<file path="src/rtl/multicycle_pkg.sv">
// Shared definitions for the multicycle control FSM: state encodings, opcode/funct
// constants, ALU operation codes and datapath select codes.
package multicycle_pkg;

    typedef enum logic [3:0] {
        S_IF     = 4'd0,
        S_ID     = 4'd1,
        S_EXE_AL = 4'd2,
        S_EXE_BR = 4'd3,
        S_EXE_LS = 4'd4,
        S_MEM    = 4'd5,
        S_WB_AL  = 4'd6,
        S_WB_LD  = 4'd7,
        S_HALT   = 4'd8
    } state_t;

    typedef enum logic [3:0] {
        CLS_RTYPE   = 4'd0,
        CLS_ADDI    = 4'd1,
        CLS_ORI     = 4'd2,
        CLS_LW      = 4'd3,
        CLS_SW      = 4'd4,
        CLS_BEQ     = 4'd5,
        CLS_J       = 4'd6,
        CLS_JAL     = 4'd7,
        CLS_JR      = 4'd8,
        CLS_HALT    = 4'd9,
        CLS_ILLEGAL = 4'd10
    } instr_class_t;

    localparam logic [5:0] OP_RTYPE = 6'b000000;
    localparam logic [5:0] OP_ADDI  = 6'b001000;
    localparam logic [5:0] OP_ORI   = 6'b001101;
    localparam logic [5:0] OP_LW    = 6'b100011;
    localparam logic [5:0] OP_SW    = 6'b101011;
    localparam logic [5:0] OP_BEQ   = 6'b000100;
    localparam logic [5:0] OP_J     = 6'b000010;
    localparam logic [5:0] OP_JAL   = 6'b000011;
    localparam logic [5:0] OP_HALT  = 6'b111111;

    localparam logic [5:0] FN_ADD = 6'b100000;
    localparam logic [5:0] FN_SUB = 6'b100010;
    localparam logic [5:0] FN_AND = 6'b100100;
    localparam logic [5:0] FN_OR  = 6'b100101;
    localparam logic [5:0] FN_SLT = 6'b101010;
    localparam logic [5:0] FN_JR  = 6'b001000;

    localparam logic [2:0] ALU_ADD = 3'd0;
    localparam logic [2:0] ALU_SUB = 3'd1;
    localparam logic [2:0] ALU_AND = 3'd2;
    localparam logic [2:0] ALU_OR  = 3'd3;
    localparam logic [2:0] ALU_SLT = 3'd4;

    localparam logic [1:0] PC_SEL_PC4    = 2'd0;
    localparam logic [1:0] PC_SEL_BRANCH = 2'd1;
    localparam logic [1:0] PC_SEL_JUMP   = 2'd2;
    localparam logic [1:0] PC_SEL_RS     = 2'd3;

    localparam logic [1:0] ALUB_SEL_RT   = 2'd0;
    localparam logic [1:0] ALUB_SEL_SEXT = 2'd1;
    localparam logic [1:0] ALUB_SEL_ZEXT = 2'd2;
    localparam logic [1:0] ALUB_SEL_ZERO = 2'd3;

    localparam logic [1:0] WB_SEL_ALU = 2'd0;
    localparam logic [1:0] WB_SEL_MEM = 2'd1;
    localparam logic [1:0] WB_SEL_PC4 = 2'd2;

    localparam logic [1:0] REGDST_SEL_RT   = 2'd0;
    localparam logic [1:0] REGDST_SEL_RD   = 2'd1;
    localparam logic [1:0] REGDST_SEL_R31  = 2'd2;

endpackage

</file>
<file path="src/rtl/multicycle_ctrl_decode.sv">
// Combinational instruction decode: opcode/funct to instruction class and ALU op.
// Undefined opcodes and unknown R-type funct values decode as CLS_ILLEGAL.
module ctrl_decode
    import multicycle_pkg::*;
#(
    parameter int OPW    = 6,
    parameter int ALUOPW = 3
) (
    input  logic [OPW-1:0]    opcode,
    input  logic [OPW-1:0]    funct,
    output instr_class_t      cls,
    output logic [ALUOPW-1:0] aluOp
);

    // Map the instruction fields onto a class and the ALU operation it needs
    always_comb begin
        cls   = CLS_ILLEGAL;
        aluOp = ALU_ADD;
        case (opcode)
            OP_RTYPE: begin
                case (funct)
                    FN_ADD:  begin cls = CLS_RTYPE; aluOp = ALU_ADD; end
                    FN_SUB:  begin cls = CLS_RTYPE; aluOp = ALU_SUB; end
                    FN_AND:  begin cls = CLS_RTYPE; aluOp = ALU_AND; end
                    FN_OR:   begin cls = CLS_RTYPE; aluOp = ALU_OR;  end
                    FN_SLT:  begin cls = CLS_RTYPE; aluOp = ALU_SLT; end
                    FN_JR:   cls = CLS_JR;
                    default: cls = CLS_ILLEGAL;
                endcase
            end
            OP_ADDI: begin cls = CLS_ADDI; aluOp = ALU_ADD; end
            OP_ORI:  begin cls = CLS_ORI;  aluOp = ALU_OR;  end
            OP_LW:   begin cls = CLS_LW;   aluOp = ALU_ADD; end
            OP_SW:   begin cls = CLS_SW;   aluOp = ALU_ADD; end
            OP_BEQ:  begin cls = CLS_BEQ;  aluOp = ALU_SUB; end
            OP_J:    cls = CLS_J;
            OP_JAL:  cls = CLS_JAL;
            OP_HALT: cls = CLS_HALT;
            default: cls = CLS_ILLEGAL;
        endcase
    end

endmodule

</file>
<file path="src/rtl/multicycle_ctrl.sv">
// Multicycle control FSM (IF/ID/EXE/MEM/WB) with registered Moore outputs.
// Optional MEM_WAIT_EN: MEM stretches until mem_ready is sampled high.
module multicycle_ctrl
    import multicycle_pkg::*;
#(
    parameter int OPW    = 6,
    parameter int ALUOPW = 3
) (
    input  logic              clk,
    input  logic              rst_n,
    input  logic [OPW-1:0]    opcode,
    input  logic [OPW-1:0]    funct,
    input  logic              zero,
    input  logic              mem_ready,
    output logic              pc_wre,
    output logic              ir_wre,
    output logic              reg_wre,
    output logic              mem_rd,
    output logic              mem_wr,
    output logic [ALUOPW-1:0] alu_op,
    output logic [1:0]        pc_sel,
    output logic [1:0]        alub_sel,
    output logic [1:0]        wb_sel,
    output logic [1:0]        regdst_sel,
    output logic [3:0]        state,
    output logic              halted,
    output logic              illegal
);

    state_t              stateR;
    instr_class_t        decCls;
    instr_class_t        clsR;
    logic [ALUOPW-1:0]   decAluOp;
    logic [ALUOPW-1:0]   aluOpR;
    logic                memDoneR;
    logic                readyNow;
    logic                isLw;
    logic                isSw;

    ctrl_decode #(.OPW(OPW), .ALUOPW(ALUOPW)) uDecode (
        .opcode (opcode),
        .funct  (funct),
        .cls    (decCls),
        .aluOp  (decAluOp)
    );

`ifdef MEM_WAIT_EN
    assign readyNow = mem_ready;
`else
    logic unusedMemReady;
    assign unusedMemReady = mem_ready;
    assign readyNow       = 1'b1;
`endif

    assign isLw  = (clsR == CLS_LW);
    assign isSw  = (clsR == CLS_SW);
    assign state = stateR;

    // State and output registers: outputs are loaded with the values of the state being entered.
    // Decode is captured on entry to ID; zero and mem_ready are sampled on entry to their state.
    always_ff @(posedge clk or negedge rst_n) begin
        if (!rst_n) begin
            stateR     <= S_IF;
            clsR       <= CLS_ILLEGAL;
            aluOpR     <= '0;
            memDoneR   <= 1'b0;
            pc_wre     <= 1'b0;
            ir_wre     <= 1'b0;
            reg_wre    <= 1'b0;
            mem_rd     <= 1'b0;
            mem_wr     <= 1'b0;
            alu_op     <= '0;
            pc_sel     <= PC_SEL_PC4;
            alub_sel   <= ALUB_SEL_RT;
            wb_sel     <= WB_SEL_ALU;
            regdst_sel <= REGDST_SEL_RT;
            halted     <= 1'b0;
            illegal    <= 1'b0;
        end else begin
            pc_wre     <= 1'b0;
            ir_wre     <= 1'b0;
            reg_wre    <= 1'b0;
            mem_rd     <= 1'b0;
            mem_wr     <= 1'b0;
            alu_op     <= '0;
            pc_sel     <= PC_SEL_PC4;
            alub_sel   <= ALUB_SEL_RT;
            wb_sel     <= WB_SEL_ALU;
            regdst_sel <= REGDST_SEL_RT;
            halted     <= 1'b0;
            illegal    <= 1'b0;
            case (stateR)
                S_IF: begin
                    stateR <= S_ID;
                    clsR   <= decCls;
                    aluOpR <= decAluOp;
                    case (decCls)
                        CLS_J: begin
                            pc_wre <= 1'b1;
                            pc_sel <= PC_SEL_JUMP;
                        end
                        CLS_JAL: begin
                            pc_wre     <= 1'b1;
                            pc_sel     <= PC_SEL_JUMP;
                            reg_wre    <= 1'b1;
                            wb_sel     <= WB_SEL_PC4;
                            regdst_sel <= REGDST_SEL_R31;
                        end
                        CLS_JR: begin
                            pc_wre <= 1'b1;
                            pc_sel <= PC_SEL_RS;
                        end
                        CLS_ILLEGAL: begin
                            pc_wre  <= 1'b1;
                            illegal <= 1'b1;
                        end
                        default: begin
                            pc_wre <= 1'b0;
                        end
                    endcase
                end
                S_ID: begin
                    case (clsR)
                        CLS_HALT: begin
                            stateR <= S_HALT;
                            halted <= 1'b1;
                        end
                        CLS_BEQ: begin
                            stateR <= S_EXE_BR;
                            alu_op <= ALU_SUB;
                            pc_wre <= 1'b1;
                            pc_sel <= zero ? PC_SEL_BRANCH : PC_SEL_PC4;
                        end
                        CLS_LW, CLS_SW: begin
                            stateR   <= S_EXE_LS;
                            alu_op   <= ALU_ADD;
                            alub_sel <= ALUB_SEL_SEXT;
                        end
                        CLS_RTYPE, CLS_ADDI, CLS_ORI: begin
                            stateR   <= S_EXE_AL;
                            alu_op   <= aluOpR;
                            alub_sel <= (clsR == CLS_ADDI) ? ALUB_SEL_SEXT :
                                        (clsR == CLS_ORI)  ? ALUB_SEL_ZEXT : ALUB_SEL_RT;
                        end
                        default: begin
                            stateR <= S_IF;
                            ir_wre <= 1'b1;
                        end
                    endcase
                end
                S_EXE_AL: begin
                    stateR     <= S_WB_AL;
                    reg_wre    <= 1'b1;
                    pc_wre     <= 1'b1;
                    regdst_sel <= (clsR == CLS_RTYPE) ? REGDST_SEL_RD : REGDST_SEL_RT;
                end
                S_EXE_LS: begin
                    stateR   <= S_MEM;
                    mem_rd   <= isLw;
                    mem_wr   <= isSw;
                    memDoneR <= readyNow;
                    pc_wre   <= isSw && readyNow;
                end
                S_MEM: begin
                    if (!memDoneR) begin
                        stateR   <= S_MEM;
                        mem_rd   <= isLw;
                        mem_wr   <= isSw;
                        memDoneR <= readyNow;
                        pc_wre   <= isSw && readyNow;
                    end else if (isLw) begin
                        stateR  <= S_WB_LD;
                        reg_wre <= 1'b1;
                        wb_sel  <= WB_SEL_MEM;
                        pc_wre  <= 1'b1;
                    end else begin
                        stateR <= S_IF;
                        ir_wre <= 1'b1;
                    end
                end
                S_EXE_BR, S_WB_AL, S_WB_LD: begin
                    stateR <= S_IF;
                    ir_wre <= 1'b1;
                end
                S_HALT: begin
                    stateR <= S_HALT;
                    halted <= 1'b1;
                end
                default: begin
                    stateR <= S_IF;
                    ir_wre <= 1'b1;
                end
            endcase
        end
    end

endmodule
</file>
<file path="config.mk">
export PLATFORM = sky130hd
export DESIGN_NAME = multicycle_ctrl
export DESIGN_NICKNAME = d
export VERILOG_FILES = /design/src/rtl/multicycle_pkg.sv /design/src/rtl/multicycle_ctrl_decode.sv /design/src/rtl/multicycle_ctrl.sv
export SDC_FILE = /design/constraint.sdc
export NUM_CORES = 1
export LEC_CHECK = 0
export CELL_PAD_IN_SITES_DETAIL_PLACEMENT = 1
export CELL_PAD_IN_SITES_GLOBAL_PLACEMENT = 1
export CORE_MARGIN = 2
export CORE_UTILIZATION = 37
export DETAILED_ROUTE_END_ITERATION = 10
export PLACE_DENSITY = 0.88
export SLEW_MARGIN = 0
export SYNTH_ARGS = -nofsm -noshare
export SYNTH_HDL_FRONTEND = slang
export SYNTH_SLANG_ARGS = --single-unit
</file>
<file path="constraint.sdc">
create_clock -name clk -period 1.91 [get_ports clk]
set_input_delay 0.191 -clock clk [delete_from_list [all_inputs] [get_ports clk]]
set_output_delay 0.191 -clock clk [all_outputs]
set_load 0.02 [all_outputs]
</file>
==> out/qor.yml, run 1 <==
core_area_sq_um: 4320
critPathArrivalTime_ps: 1880
worst-path-max-fanout: 5
hold_buffers: 0
fp.dieW_um: 70.6
finalHoldViolations: 0
setup_viol: 0
max_freq_mhz: 580
hold_path_class: "input port to asynchronous set/reset pin"
switching_share_pct: 39.9
cp-start-kind: "input port"
wl_per_cell_um: 14.7
multi_input_area_sq_um: 781
vias_per_cell: 5.33
gp_congestion: 0.878
synth_xor_area_share_pct: 1.07
die_h_um: 70.6
path_cells: "clkdlybuf4s50_1 -> or4b_1 -> nor3_1 -> o32ai_1 -> buf_4 -> nand2_1 -> o211ai_2"
drv_cap: 0
rsz0062_at_grt: "false"
dr.pass1.iters: 4
clkSinkCount: 30
slew_viol_final: 0
clock_power_share_pct: 19.0
synth_top_family_by_area: "simple AND/OR/NAND/NOR gates"
synth_fa_ha_area_share_pct: 0.609
fin_skew_ps: 10.9
ioPinCount: 38
crit_type: "input port to flip-flop"
synthesis.area_sq_um: 1640
synthCells: 175
fin_crit_sh_pct: 90.2
row_count: 24
status: "finished clean"
synth_edf_count: 0
seqPwrFrac_pct: 35.7
globalRouteOverflowTotal: 0
remaining_drc_errors: 0
p_leak_nw: 1.01
combPwrFrac_pct: 45.2
initial_utilization_pct: 38.0
fillers: 525
ys_ff_latch: 30
worst_setup_path_end_kind: "flip-flop"
drt_iter0_drc: 79
grt_pass1_wl_mm: 7.47
ir_drop_uv: 333
place_area_sq_um: 2210
grt_pass1_vias: 1622
grt_usage_pct: 19.0
p_int_mw: 1.59
netlist.area_leader.share_pct: 42.7
synth_compound_area_share_pct: 13.9
synth_warnings: 0
ys_types: 49
yosys.area_share.simple_pct: 31.4
cts_resized: 0
cts_tree: "done"
drive_above_1_share_pct: 22.4
clock_tree.root_cell: "clkbuf_8"
grt_max_degree: 31
ant_nets: 0
timing.final.ws_setup_ps: 186
critPathMaxStageDelay_ps: 510
syn_avg_cell_area_sq_um: 9.39
ys_seq_area_share_pct: 45.8
seqCellArea_sq_um: 753
final_area_sq_um: 2300
place_ws_ps: -127
vias: 1541
grt_antenna_before_repair: 0
slew_headroom_pct: 71.0
clockBufferDepth: 2
syn-num-nets: 191
clkTransAtPathRegs_ps: 70
tightest_slew_ps: 429
async_flop_share_pct: 100
fin_nets: 252
yosys.area.top_type: "dfrtp_1"
hpwlAfterDp_mm: 3.36
cp.required_ps: 2070
numCtsBuffers: 5
muxShareOfSynthArea_pct: 0.609
synth_area_leaders: "dfrtp_1 43%, nand2_1 4.3%, nor2_1 3.7%"
syn_to_final_growth_pct: 40.3
cp_slowest_cell: "or4b_1"
die-area_sq_um: 4990
htreeDepth: 2
diodes: 0
port_buffers: 36
cts_setup_buffers: 0
clk_latency_ps: 290
routed_wl_mm: 4.26
post-route-min-period_ps: 1720
synth_flop_cell: "dfrtp_1"
power.density_nw_per_um2: 1150
switchingPower_mw: 1.06
[final timing paths]
kind	start	to	slack (ps)	depth (start not counted)
worst max-delay path	funct[2]	pc_wre$_DFF_PN0_	190	7
worst min-delay path	rst_n	clsR[0]$_DFFE_PN0P_	280	2
worst max register to register	state[3]$_DFF_PN0_	ir_wre$_DFF_PN0_	230	3
worst min register to register	aluOpR[2]$_DFFE_PN0P_	aluOpR[2]$_DFFE_PN0P_	500	2
max in group asynchronous	rst_n	clsR[1]$_DFFE_PN1P_	1310	2
min in group clk	zero	pc_sel[0]$_DFF_PN0_	460	3
[logic make-up after synthesis]
logic type | after synthesis
DFF | 30
muxes | 1
xor gates and xnor gates | 2
adders and majority gates | 1
and+or+nand+nor | 88
AOI/OAI and AO/OA | 34
buffers and inverters | 19
[power groups by stage]
stage	combinational, mW	sequential, mW	clock, mW
finish	1.20	0.948	0.505
global route	1.32	0.967	0.553
CTS	1.21	0.947	0.520
detailed placement	1.20	0.954	0
global placement	1.15	0.940	0
floorplan	0.691	0.988	0
[critical path: cells and delay by family]
family | cells | cell delay (ps)
AO/OA/AOI/OAI | 2 | 220
buffers and inverters | 2 | 570
AND/OR/NAND/NOR | 3 | 890
[cell usage in the layout, fill, tap and decap left out, types with 5 or more instances in the layout]
cell type         n
a21oi_1           6
buf_4            31
clkbuf_8          5
clkdlybuf4s50_1  36
dfrtp_1          28
inv_1             6
nand2_1          19
nand3_1           9
nor2_1           16
nor3_1            9
o21ai_0           7
[metrics by stage]
step | hold slack [ps] | power, mW | TNS [ps] | instances | utilization, %
floorplan | -105 | 1.68 | 0 | 175 | -
global placement | 456 | 2.09 | -461 | 281 | 51.2
detailed placement | 475 | 2.16 | -745 | 281 | 51.2
CTS | 287 | 2.68 | 0 | 289 | 53.3
global route | 306 | 2.84 | 0 | 289 | 53.3
finish | 284 | 2.65 | 0 | 289 | 53.3
[flip-flops by register name (all words and copies together), names as in the netlist, 2 cells and up]
signal	flops
aluOpR	3
clsR	4
state	4
alu_op	3
alub_sel	2
pc_sel	2
regdst_sel	2
wb_sel	2
[layout make-up]
class / instances / area share (%)
clock inverter: 3 / 0.923
tap: 52 / 2.82
sequential: 30 / 32.7
multi-input combinational: 126 / 33.9
clock buffer: 5 / 2.99
timing repair buffer: 67 / 25.7
inverter: 6 / 0.977
[cell usage after synthesis, types with 2 or more instances]
library cell and number:
buf_6 4, a21oi_1 6, buf_2 6, nand2b_1 4, or4b_1 3, a31oi_1 3, nand2_1 19, dfrtp_1 28
and3_1 4, nor3_2 2, nor4bb_1 2, o22ai_1 2, o32ai_1 2, a21o_1 2, o21ai_1 3, a211oi_1 2
dfstp_2 2, or3_1 2, clkbuf_1 3, inv_1 6, xnor2_1 2, nor2_1 16, nor2b_1 2, nand3_1 9
o21ai_0 7, nor3_1 9, or2_2 2, nor4_1 2
[routing by layer]
layer	vias to the layer above	share of wire (%)	GRT usage, %
li1	753	-	-
met1	754	38	18.9
met2	29	57	37.2
met3	5	3.5	5.98
met4	0	1.0	6.08
met5	-	0	0
Note: power is estimated with default switching activity, not from simulation.
==> run 2: changes to the inputs <==
CORE_MARGIN = not set   (was 2)
==> run 2 against run 1 <==
Against the previous run:
- sequential power fell by 0.6%
- count of clock-buffer cells in the layout rose by 2
- final area rose by 0.16%
- utilization rose by 2.4 points
- register-to-register slack barely moved
- critical path depth did not move
- first-iteration DRC count fell by 29%
- wire length rose by 1.0%
- power rose by 1.2%
- fmax fell by 3.0%
- sequential share of layout area fell by 0.053 points
- critical endpoint unchanged
==> out/qor.yml, run 2 (synthesized netlist as in run 1, its figures left out) <==
r2r-start: "state[3]$_DFF_PN0_"
final.setup.tns_ps: 0
grt_usage_pct: 21.3
initial_utilization_pct: 39.6
fin_nets: 252
ioPinCount: 38
cts_tree: "done"
hold_path_class: "input port to asynchronous set/reset pin"
fp.dieW_um: 68.6
clkSinkCount: 30
port_buffers: 36
final_common_cell: "clkdlybuf4s50_1"
fillers: 483
finalHoldViolations: 0
r2r_cells: 5
worst-path-max-fanout: 5
grt_max_degree: 31
diodes: 0
slew_viol_final: 0
globalRouteOverflowTotal: 0
p_leak_nw: 1.02
power_mw: 2.69
cts_setup_buffers: 0
grt_pass1_vias: 1597
cp_slowest_cell: "or4b_1"
numCtsBuffers: 5
tightest_slew_ps: 413
path_cells: "clkdlybuf4s50_1 -> or4b_1 -> nor3_1 -> o32ai_1 -> buf_4 -> nand2_1 -> o211ai_2"
slew_headroom_pct: 72.1
post-route-min-period_ps: 1780
worst_setup_path_end_kind: "flip-flop"
clock_tree.root_cell: "clkbuf_8"
critPathArrivalTime_ps: 1940
dr.pass1.iters: 4
grt_pass1_wl_mm: 7.33
rrSetupSlack_ps: 230
crit_type: "input port to flip-flop"
wl_per_cell_um: 15.0
gp_congestion: 0.833
cp.required_ps: 2070
critPathMaxStageDelay_ps: 520
syn_to_final_growth_pct: 40.5
crit_start: "funct[2]"
max_freq_mhz: 563
r2r_end: "pc_wre$_DFF_PN0_"
final_cell_mix: "36 x clkdlybuf4s50_1, 31 x buf_4, 28 x dfrtp_1, 19 x nand2_1, 16 x nor2_1"
final_area_sq_um: 2310
clockBufferDepth: 2
holdWs_ps: 295
fin_skew_ps: 6.59
die_h_um: 68.6
drv_cap: 0
die-area_sq_um: 4710
grt_antenna_before_repair: 0
hpwlAfterDp_mm: 3.31
clkTransAtPathRegs_ps: 70
vias_per_cell: 5.34
cp-start-kind: "input port"
routed_wl_mm: 4.30
rsz0062_at_grt: "false"
setup_viol: 0
ir_drop_uv: 339
drt_iter0_drc: 56
row_count: 23
clk_latency_ps: 290
ant_nets: 0
htreeDepth: 2
crit_path_end: "pc_wre$_DFF_PN0_"
remaining_drc_errors: 0
fin_crit_sh_pct: 93.0
place_area_sq_um: 2210
vias: 1533
status: "finished clean"
drive_above_1_share_pct: 22.4
power.density_nw_per_um2: 1160
core_area_sq_um: 4140
## run 2: metal layers
layer / up-vias / routed length (um) / GRT usage (%) / part of all wire (%)
met5: - / 0 / 0 / 0
li1: 750 / - / - / -
met3: 8 / 107 / 3.95 / 2.5
met1: 746 / 1740 / 23.3 / 40
met2: 29 / 2380 / 39.8 / 55
met4: 0 / 84 / 8.85 / 2.0
## run 2: metrics by stage
step	setup slack (ps)	utilization (%)	std cells
final	134	55.7	287
after global routing	14.7	55.7	287
after CTS	127	55.6	287
after detailed placement	-184	53.4	279
after global placement	-131	53.4	279
after floorplan	138	-	175
## run 2: worst min path at each step
| stage | from | cells after the start | endpoint |
|---|---|---|---|
| after floorplan | rst_n | 0 | aluOpR[0]$_DFFE_PN0P_ |
| after global placement | aluOpR[1]$_DFFE_PN0P_ | 2 | aluOpR[1]$_DFFE_PN0P_ |
| after detailed placement | aluOpR[0]$_DFFE_PN0P_ | 2 | aluOpR[0]$_DFFE_PN0P_ |
| after CTS | rst_n | 2 | state[1]$_DFF_PN0_ |
| after global routing | rst_n | 2 | state[0]$_DFF_PN0_ |
| final | rst_n | 2 | state[0]$_DFF_PN0_ |
## run 2: worst max-delay path, delay by kind of cell
kind / cells / cell delay, ps
AO/OA/AOI/OAI: 2 / 230
AND/OR/NAND/NOR: 3 / 930
buffers and inverters: 2 / 580
## run 2: area by class of cell
type / instances / area, sq um / share of cell area, %
Inverter: 6 / 22.5 / 0.976
Clock inverter: 1 / 5.00 / 0.217
Tap cell: 50 / 62.6 / 2.71
Timing Repair Buffer: 67 / 593 / 25.7
Multi-Input combinational cell: 126 / 786 / 34.0
Sequential cell: 30 / 753 / 32.6
Clock buffer: 7 / 86.3 / 3.74
## run 2: power by group
part / internal [mW] / leakage [nW] / total [mW] / switching, mW
registers: 0.786 / 0.397 / 0.942 / 0.156
logic: 0.555 / 0.575 / 1.22 / 0.661
clock network: 0.290 / 0.0482 / 0.528 / 0.238
total: 1.63 / 1.02 / 2.69 / 1.06
## run 2: timing repair
item	CTS	global route
hold buffers	0	0
endpoints found under the setup margin	0	2
resized for setup	0	1
==> run 3: changes to the inputs <==
PLACE_DENSITY = not set   (was 0.88)
PLACE_DENSITY_LB_ADDON = 0.1   (was not set)
clock period = 2 ns   (was 1.91 ns; I/O delays follow)
==> run 3 against run 2 <==
Against the previous run:
- largest power group unchanged
- cell count is 2.8% lower
- sequential share of layout area is 0.59 points higher
- count of clock-buffer cells in the layout is 1 higher
- clock power is 6.4% higher
- final area is 1.8% lower
- first-iteration DRC count is 23% higher
- highest routed layer unchanged
- wire length is 5.3% lower
- setup slack better by 45 ps
- combinational power is 15% lower
- sequential power is 3.4% lower
- utilization is 1.0 points lower
==> out/qor.yml, run 3 (synthesized netlist as in run 1, its figures left out) <==
numCtsBuffers: 5
remaining_drc_errors: 0
place_area_sq_um: 2150
ir_drop_uv: 389
vias_per_cell: 5.26
clk_latency_ps: 280
cts_setup_buffers: 0
hold_buffers: 0
path_cells: "clkdlybuf4s50_1 -> or4b_1 -> nor3_1 -> o32ai_1 -> nand2_1 -> o211ai_2"
crit_type: "input port to flip-flop"
final_util_pct: 54.7
vias: 1468
wl_per_cell_um: 14.6
final_area_sq_um: 2270
routed_wl_mm: 4.08
grt_pass1_vias: 1520
hold_path_class: "input port to asynchronous set/reset pin"
clockBufferDepth: 2
finalHoldViolations: 0
final_cell_mix: "36 x clkdlybuf4s50_1, 28 x dfrtp_1, 23 x buf_4, 19 x nand2_1, 16 x nor2_1"
p_leak_nw: 0.989
drt_iter0_drc: 69
power.density_nw_per_um2: 1110
critPathArrivalTime_ps: 1970
die-area_sq_um: 4710
globalRouteOverflowTotal: 0
slew_viol_final: 0
fp.dieW_um: 68.6
grt_pass1_wl_mm: 6.79
port_buffers: 36
slew_headroom_pct: 71.5
clkTransAtPathRegs_ps: 60
r2r-start: "state[2]$_DFF_PN0_"
tightest_slew_ps: 426
ant_nets: 0
worst-path-max-fanout: 5
cp-start-kind: "input port"
drive_above_1_share_pct: 20.1
rsz0062_at_grt: "false"
clkSinkCount: 30
drv_cap: 0
setup_viol: 0
clock_tree.root_cell: "clkbuf_8"
ioPinCount: 38
cp.required_ps: 2150
grt_usage_pct: 20.0
cp_slowest_cell: "or4b_1"
r2r_cells: 5
crit_start: "funct[2]"
fin_crit_sh_pct: 91.0
syn_to_final_growth_pct: 38.0
critPathMaxStageDelay_ps: 540
crit_path_end: "pc_wre$_DFF_PN0_"
row_count: 23
grt_max_degree: 31
grt_antenna_before_repair: 0
cts_tree: "done"
holdWs_ps: 302
fin_nets: 244
max_freq_mhz: 549
dr.pass1.iters: 3
diodes: 0
die_h_um: 68.6
status: "finished clean"
post-route-min-period_ps: 1820
worst_setup_path_end_kind: "flip-flop"
htreeDepth: 2
core_area_sq_um: 4140
fin_skew_ps: 3.25
cts_resized: 0
final_common_cell: "clkdlybuf4s50_1"
initial_utilization_pct: 39.6
gp_congestion: 0.835
rrSetupSlack_ps: 210
hpwlAfterDp_mm: 3.23
r2r_end: "pc_wre$_DFF_PN0_"
run 3: worst max-delay path: cells and delay by family:
family	cells	cell delay, ps
buf+inv	1	420
compound gates	2	280
simple gates	3	1070
run 3: final cells by class:
type	count	area [sq um]
inverters	6	22.5
multi-input cells	126	786
well taps	50	62.6
fillers	481	1880
flip-flops and latches	30	753
clock buffers	8	110
repair buffers	59	533
run 3: metal layers:
metal	wire, um	up-vias	track usage [%]	share of wire (%)
met5	0	-	0	0
met4	125	0	10.7	3.1
met3	112	9	4.61	2.7
met2	2200	30	37.6	54
met1	1640	701	20.1	40
li1	-	728	-	-
run 3: through the flow:
| stage | setup TNS [ps] | worst slack [ps] | total power, mW | cells |
|---|---|---|---|---|
| 6_report | 0 | 179 | 2.51 | 279 |
| 5_1_grt | 0 | 38.5 | 2.69 | 279 |
| 4_1_cts | 0 | 187 | 2.54 | 279 |
| 3_5_place_dp | -642 | -115 | 1.97 | 271 |
| 3_3_place_gp | -35.8 | -35.8 | 1.94 | 271 |
| 2_1_floorplan | 0 | 228 | 1.60 | 175 |
run 3: worst min-delay path by stage:
| stage | from | endpoint | slack (ps) | depth (start not counted) |
|---|---|---|---|---|
| floorplan | rst_n | aluOpR[0]$_DFFE_PN0P_ | -100 | 0 |
| global placement | aluOpR[1]$_DFFE_PN0P_ | aluOpR[1]$_DFFE_PN0P_ | 460 | 2 |
| detailed placement | aluOpR[1]$_DFFE_PN0P_ | aluOpR[1]$_DFFE_PN0P_ | 470 | 2 |
| CTS | rst_n | alub_sel[0]$_DFF_PN0_ | 320 | 2 |
| global route | rst_n | ir_wre$_DFF_PN0_ | 360 | 2 |
| finish | rst_n | regdst_sel[0]$_DFF_PN0_ | 300 | 2 |
run 3: power breakdown:
group	internal [mW]	switching [mW]	total, mW	leakage (nW)
clock network	0.347	0.215	0.562	0.0575
registers	0.751	0.160	0.910	0.397
logic	0.468	0.574	1.04	0.534
